===== src/rtl/imem_loader_if.sv =====
// Byte-stream handshake bundle between a program source and the instruction memory loader.
// Latency: none (wires only).
// Backpressure: byte_ready from the loader gates every byte. A byte transfers when byte_valid and byte_ready are both high.
interface imem_loader_if;
    logic       byte_valid;
    logic [7:0] byte_data;
    logic       byte_ready;

    modport master (output byte_valid, output byte_data, input byte_ready);
    modport slave  (input byte_valid, input byte_data, output byte_ready);
endinterface


===== src/rtl/imem_loader.sv =====
// Loads a checksummed byte stream into the instruction RAM as little-endian words and holds the CPU in reset until the load is verified.
// Latency: a word is readable one cycle after its 4th byte. done appears one cycle after the checksum byte.
// Backpressure: byte_ready depends only on the registered state. The loader accepts one byte per cycle in HEADER, DATA and CHECK.
module imem_loader #(
    parameter int DEPTH = 32,
    parameter int AW    = $clog2(DEPTH)
) (
    input  logic                clk,
    input  logic                reset,
    input  logic                start,
    imem_loader_if.slave        bus,
    input  logic [31:0]         pc,
    output logic [31:0]         instruction,
    output logic                cpu_reset,
    output logic                busy,
    output logic                done,
    output logic                error
);

    localparam logic [31:0] NOP = 32'h00000013;

    typedef enum logic [2:0] {
        IDLE   = 3'd0,
        HEADER = 3'd1,
        DATA   = 3'd2,
        CHECK  = 3'd3,
        DONE   = 3'd4,
        ERROR  = 3'd5
    } state_t;

    state_t        state;
    state_t        state_nxt;
    logic [AW-1:0] word_idx;
    logic [AW-1:0] word_last;
    logic [1:0]    byte_idx;
    logic [7:0]    csum;
    logic [23:0]   asm_word;
    logic [31:0]   mem [DEPTH];
    logic          hs;
    logic          hdr_bad;
    logic [7:0]    hdr_minus1;
    logic          unused_pc;

    assign hs         = bus.byte_valid & bus.byte_ready;
    // A header of zero words is rejected, as is a count larger than the RAM.
    assign hdr_bad    = (bus.byte_data == 8'd0) || ({1'b0, bus.byte_data} > 9'(DEPTH));
    // The last word index is kept rather than the count, so the end-of-data test is a plain compare.
    assign hdr_minus1 = bus.byte_data - 8'd1;

    // The fetch port is always live. Only the word-address bits of pc matter.
    assign instruction = mem[pc[AW+1:2]];
    assign unused_pc   = ^{pc[31:AW+2], pc[1:0]};

    // State register.
    always_ff @(posedge clk or posedge reset) begin
        if (reset) state <= IDLE;
        else       state <= state_nxt;
    end

    // Next-state logic. start is only honoured outside an active session.
    always_comb begin
        state_nxt = state;
        case (state)
            IDLE:    if (start) state_nxt = HEADER;
            HEADER:  if (hs) state_nxt = hdr_bad ? ERROR : DATA;
            DATA:    if (hs && byte_idx == 2'd3 && word_idx == word_last) state_nxt = CHECK;
            CHECK:   if (hs) state_nxt = (bus.byte_data == csum) ? DONE : ERROR;
            DONE:    if (start) state_nxt = HEADER;
            ERROR:   if (start) state_nxt = HEADER;
            default: state_nxt = IDLE;
        endcase
    end

    // Status and ready are pure decodes of the state register, so there is no path from byte_valid to byte_ready.
    always_comb begin
        busy           = 1'b0;
        done           = 1'b0;
        error          = 1'b0;
        cpu_reset      = 1'b1;
        bus.byte_ready = 1'b0;
        case (state)
            HEADER, DATA, CHECK: begin
                busy           = 1'b1;
                bus.byte_ready = 1'b1;
            end
            DONE:    begin
                done      = 1'b1;
                cpu_reset = 1'b0;
            end
            ERROR:   error = 1'b1;
            default: ;
        endcase
    end

    // Session counters, running checksum and the word assembly register.
    always_ff @(posedge clk or posedge reset) begin
        if (reset) begin
            word_idx  <= '0;
            word_last <= '0;
            byte_idx  <= 2'd0;
            csum      <= 8'd0;
            asm_word  <= 24'd0;
        end else if (hs) begin
            if (state == HEADER && !hdr_bad) begin
                word_last <= hdr_minus1[AW-1:0];
                word_idx  <= '0;
                byte_idx  <= 2'd0;
                csum      <= 8'd0;
            end else if (state == DATA) begin
                case (byte_idx)
                    2'd0:    asm_word[7:0]   <= bus.byte_data;
                    2'd1:    asm_word[15:8]  <= bus.byte_data;
                    2'd2:    asm_word[23:16] <= bus.byte_data;
                    default: word_idx        <= word_idx + 1'b1;
                endcase
                csum     <= csum ^ bus.byte_data;
                byte_idx <= byte_idx + 2'd1;
            end
        end
    end

    // Instruction RAM. Reset refills it with NOPs. Words are committed on their 4th byte.
    always_ff @(posedge clk or posedge reset) begin
        if (reset) begin
            for (int i = 0; i < DEPTH; i++) mem[i] <= NOP;
        end else if (hs && state == DATA && byte_idx == 2'd3) begin
            mem[word_idx] <= {bus.byte_data, asm_word};
        end
    end

endmodule


===== src/flat_wrapper.sv =====
// flat-port wrapper written by rule: the top's interface ports become plain ports
module imem_loader_flat 
#(
    parameter int DEPTH = 32,
    parameter int AW    = $clog2(DEPTH)
)
  (clk, reset, start, pc, instruction, cpu_reset, busy, done, error, bus_byte_valid, bus_byte_data, bus_byte_ready);
  imem_loader_if bus_i ();
  input  logic clk;
  input  logic reset;
  input  logic start;
  input  logic [31:0] pc;
  output logic [31:0] instruction;
  output logic cpu_reset;
  output logic busy;
  output logic done;
  output logic error;
  input wire logic [$bits(bus_i.byte_valid)-1:0] bus_byte_valid;
  input wire logic [$bits(bus_i.byte_data)-1:0] bus_byte_data;
  output wire logic [$bits(bus_i.byte_ready)-1:0] bus_byte_ready;
  assign bus_i.byte_valid = bus_byte_valid;
  assign bus_i.byte_data = bus_byte_data;
  assign bus_byte_ready = bus_i.byte_ready;
  imem_loader #(.DEPTH(DEPTH), .AW(AW)) u_core (.clk(clk), .reset(reset), .start(start), .bus(bus_i), .pc(pc), .instruction(instruction), .cpu_reset(cpu_reset), .busy(busy), .done(done), .error(error));
endmodule

===== config.mk =====
export PLATFORM = sky130hd
export DESIGN_NAME = imem_loader_flat
export DESIGN_NICKNAME = d
export VERILOG_FILES = /design/src/rtl/imem_loader_if.sv /design/src/rtl/imem_loader.sv /design/src/flat_wrapper.sv
export SDC_FILE = /design/constraint.sdc
export NUM_CORES = 2
export LEC_CHECK = 0
export CAP_MARGIN = 25
export CORE_MARGIN = 1.5
export CORE_UTILIZATION = 69
export CTS_BUF_LIST = sky130_fd_sc_hd__clkbuf_8 sky130_fd_sc_hd__clkbuf_16
export DETAILED_ROUTE_END_ITERATION = 16
export DONT_BUFFER_PORTS = 1
export PLACE_DENSITY = 0.93
export SLEW_MARGIN = 20
export SYNTH_ARGS = -nofsm -noshare
export SYNTH_HDL_FRONTEND = slang
export SYNTH_SLANG_ARGS = --single-unit

===== constraint.sdc =====
create_clock -name clk -period 86 [get_ports clk]
set_input_delay 17.2 -clock clk [delete_from_list [all_inputs] [get_ports clk]]
set_output_delay 17.2 -clock clk [all_outputs]
set_load 0.01 [all_outputs]

Yosys cells after proc, flatten, opt, wreduce, memory -nomap -nowiden
Cells that the tools add are included.
Operators by class
  $add $sub $neg: 3
  order comparisons: 4
  eq/ne operators: 15
  multiplexer cells: 24
  bitwise operators: 5
  reductions and logical operators: 22
Operators with widths (number)
  bitwise mux 1024 bit: 1
  binary-select mux 32 bit (select 5 bit): 1
  demux 32 bit (select 5 bit): 1
  2-to-1 mux 32 bit: 3
  2-to-1 mux 8 bit: 2
  AND reduction 4 bit: 4
  2-to-1 mux 3 bit: 5
  2-to-1 mux 5 bit: 3
  >= comparator 6 bit, second input constant: 2
  inverter 5 -> 6 bit: 2
  case mux 3 bit (4 select lines): 1
  != test 2 x 1 -> 1 bit, second input constant: 5
  OR reduction 3 bit: 3
  == test 8 bit: 1
  greater-than comparator 8 x 6 -> 1 bit, second input constant: 1
  zero test 8 bit: 1
  XOR 8 bit: 1
  == test 3 x 2 -> 1 bit, second input constant: 2
  == test 3 bit, second input constant: 2
  logical AND 1 bit: 6
  < comparator 6 x 1 -> 1 bit, second input constant: 1
  adder 5 x 1 -> 5 bit, second input constant: 1
  == test 5 bit: 1
  2-to-1 mux 1 bit: 5
  other kinds (15): 18
Storage, ports and cells
  flip-flop bits (word level): 1071
  input bits: 44
  output and inout port bits: 37
  word-level logic and storage cells: 113

Logic depth before layout (Yosys ltp)
  depth in word-level cells: 8
  depth in mapped cells: 9
  mapped depth without buffers: 7

Least setup slack after synthesis
No wires, ideal clock.
  kind: input port to output port
  start point: input pc[3]
  end point: output instruction[10]
  arrival time: 18.925 ns
  slack: 49.875 ns
  cell stages on the path: 6
  cell sequence: buf_2 clkbuf_1 mux4_2 a221o_1 a21oi_1 a31oi_1
Between the ends
  longest elaborated chain between the ends: 4
Ends and longest elaborated chain
  start: declaration: RTL line flat_wrapper.sv:12  | input logic [31:0] pc;
  inverter 5 -> 6 bit (implied by the code): RTL line imem_loader.sv:51  | assign instruction = mem[pc[AW+1:2]];
  binary-select mux 32 bit (select 5 bit): RTL line imem_loader.sv:51
  2-to-1 mux 32 bit (implied by the code) (2 in series): RTL line imem_loader.sv:51
  end: declaration: RTL line flat_wrapper.sv:13  | output logic [31:0] instruction;
Every way passes these cells. The select of a mux whose other input is x is not followed.

Worst setup path after layout
  start point: input pc[5]
  end point: output instruction[23]
The elaborated chain is that of the path after synthesis.

==> qor.yml <==
drive_above_1_share_pct: 55.3
path_class: "input port to output port"
fill_cells: 3490
critical_path.max_fanout: 196
cts_tree: "done"
die_area_mm2: 0.0730
path_clk_slew_ps: 60
worst_pin_slew_ps: 1110
yosysSeqAreaShare_pct: 54.7
place_hpwl_um: 68100
initial_utilization_pct: 70.1
synth_edf_count: 0
cts_resized: 0
synthFlopType: "dfrtp_1"
leakagePower_nw: 26.1
diodes: 0
cpMaxStageDelayCell: "or2_2"
yosysTopAreaCell: "dfrtp_1"
clock_latency_ps: 710
rrSetupSlack_ps: 82410
hp-start: "u_core.mem[796]$_DFFE_PP0P_"
status: "finished, final reports clean"
ant_nets: 0
vias: 29900
dr.first_iter.drc_count: 3417
cts_made_buffers: 105
post-place-cells: 3912
antenna_found_initial: 0
power.density_mw_per_mm2: 20.8
fp.coreArea_mm2: 0.0703
rows: 97
globalplace.congestion: 0.812
clock_sinks: 1071
worstHoldEndpoint: "u_core.mem[796]$_DFFE_PP0P_"
root_buffer: "clkbuf_16"
ys_ff_latch: 1071
endpoint_kind: "output port"
track_usage_pct: 36.2
htree_levels: 3
netlist_top_cells_area: "dfrtp_1 50%, mux2_2 26%, mux4_2 8.8%, dfstp_2 5.1%, mux2i_1 1.3%"
drc: 0
reg2reg_depth: 6
routed_wl_um: 132000
layout.nets: 3142
ir_worst_vdd_uv: 18.4
yosysWarnings: 0
synth_area_mm2: 0.0492
die_x_um: 270
clock.fmax_mhz: 27.2
yosys.cell_types.count: 48
finalCriticalPeriod_ps: 36810
grt_pass1_wl_um: 199000
post-cts-setup-buffers: 0
synth_top_area_share_pct: 49.6
stdcell_count: 4119
worst_clock_skew_ps: 36.2
maxCapViolations: 0
rsz0062_at_grt: "no"
r2r_start: "u_core.state[0]$_DFFE_PP0P_"
hold_violations: 0
syn_to_final_growth_pct: 8.31
crit_chain: "or2_2 -> o22ai_1 -> a21oi_1 -> o211ai_1 -> a31oi_1"
worstPathRequired_ps: 68800
setup_viol_count_final: 0
avgViaCountPerCell: 7.26
grt.overflow.total: 0
io_pins: 81
hold_path_depth: 1
period_share_pct: 42.8
synth_nets: 3303
min_path_type: "flop to flop"
cts.path.max_buffers: 3
reg2reg_to: "u_core.mem[456]$_DFFE_PP0P_"
drt-pass1-iter-count: 6
wl_per_cell_um: 32.0
die_height_um: 270
grt_pass1_vias: 32300
max_slew_margin_pct: 25.6
cp-start-kind: "input port"
grt_max_degree: 321
critPathMaxStageDelay_ps: 880
port-buffer-count: 0
maxSlewViolCount: 0
synthArstFlopShare_pct: 100
tns_ps: 0
worstPathArrival_ps: 19610
syn_inst: 3248
cts-hold-fix-buffers: 0
syn_area_per_cell_um2: 15.2
-- per-layer routing --
| layer | global-route usage [%] | vias to the layer above | share of wire, % |
|---|---|---|---|
| met2 | 57.6 | 1982 | 48 |
| met4 | 18.3 | 0 | 5.2 |
| met3 | 9.25 | 497 | 9.7 |
| met5 | 0 | - | 0 |
| li1 | - | 11600 | - |
| met1 | 46.4 | 15800 | 37 |
-- worst max-delay path by stage --
stage,cells after the start,end,start
3_3_place_gp,5,instruction[30],pc[5]
3_5_place_dp,5,instruction[2],pc[5]
5_1_grt,5,instruction[30],pc[5]
2_1_floorplan,1,u_core.asm_word[0]$_DFFE_PP0P_,reset
6_report,5,instruction[23],pc[5]
4_1_cts,5,instruction[23],pc[5]
-- kinds of logic after synthesis --
family	after synthesis	synth area share (%)
adders and majority gates	11	0.280
xor gates and xnor gates	13	0.231
DFF	1071	54.7
and+or+nand+nor	150	1.70
AOI/OAI and AO/OA	243	3.19
buffers and inverters	333	3.05
muxes	1427	36.9
-- worst max-delay path: cells and delay by family --
| family | cells | cell delay, ps |
|---|---|---|
| compound gates | 4 | 1280 |
| simple gates | 1 | 880 |
-- sequential cells by signal (all words and copies together) (netlist names) --
signal / flops
u_core.byte_idx: 2
u_core.asm_word: 24
u_core.word_last: 5
u_core.csum: 8
u_core.word_idx: 5
u_core.mem: 1024
u_core.state: 3
-- cells in the final DEF, fill, tap and decap left out, drive strengths merged, types with 33 or more instances in the layout --
cell / netlist / layout
a21oi: 66 / 66
a31oi: 34 / 34
buf: 149 / 55
clkbuf: 174 / 142
dfrtp: 975 / 975
dfstp: 96 / 96
mux2: 1171 / 1171
mux2i: 64 / 64
mux4: 192 / 192
nand2: 51 / 51
o211ai: 33 / 33
o21ai: 37 / 37
or2: 33 / 33
-- power breakdown --
part | total [W] | leakage [nW] | switching (W) | internal (W)
combinational | 0.0000679 | 9.63 | 0.0000381 | 0.0000298
sequential | 0.000567 | 14.6 | 0.0000496 | 0.000517
clock | 0.000476 | 1.87 | 0.000204 | 0.000272
-- area by class of cell --
class	count	area, µm²	area share (%)
repair buffers	55	623	1.17
clock buffers	142	3160	5.92
clock inverters	57	444	0.833
well taps	940	1180	2.21
multi-input cells	1844	21000	39.3
inverters	10	45.0	0.0845
flip-flops and latches	1071	26900	50.5
-- Yosys cell counts, types with 6 or more instances --
cell,n
o21ai_0,37
inv_1,10
buf_4,27
nand2b_1,8
buf_2,114
a21oi_1,66
o211ai_1,33
clkbuf_1,168
a31oi_1,34
mux4_2,192
nor2b_1,10
mux2i_1,64
or2_2,33
nor2_1,9
ha_1,11
xnor2_1,9
o22ai_1,32
mux2_2,1157
dfrtp_1,975
buf_1,8
a221o_1,32
mux2_1,14
clkbuf_2,6
dfstp_2,96
nand2_1,51
-- stage by stage --
step                instance area, µm²  hold slack (ps)  setup slack, ps  total power (W)  util (%)
finish                           53300              496            49190          0.00111      75.9
CTS                              53100              493            49460          0.00110      75.6
floorplan                        49200              452            38810         0.000621         -
detailed placement               49500              473            49480         0.000633      70.5
global route                     53300              500            49390          0.00114      75.9
global placement                 49400              462            49470         0.000624      70.3
Note: power is estimated with default switching activity, not from simulation.
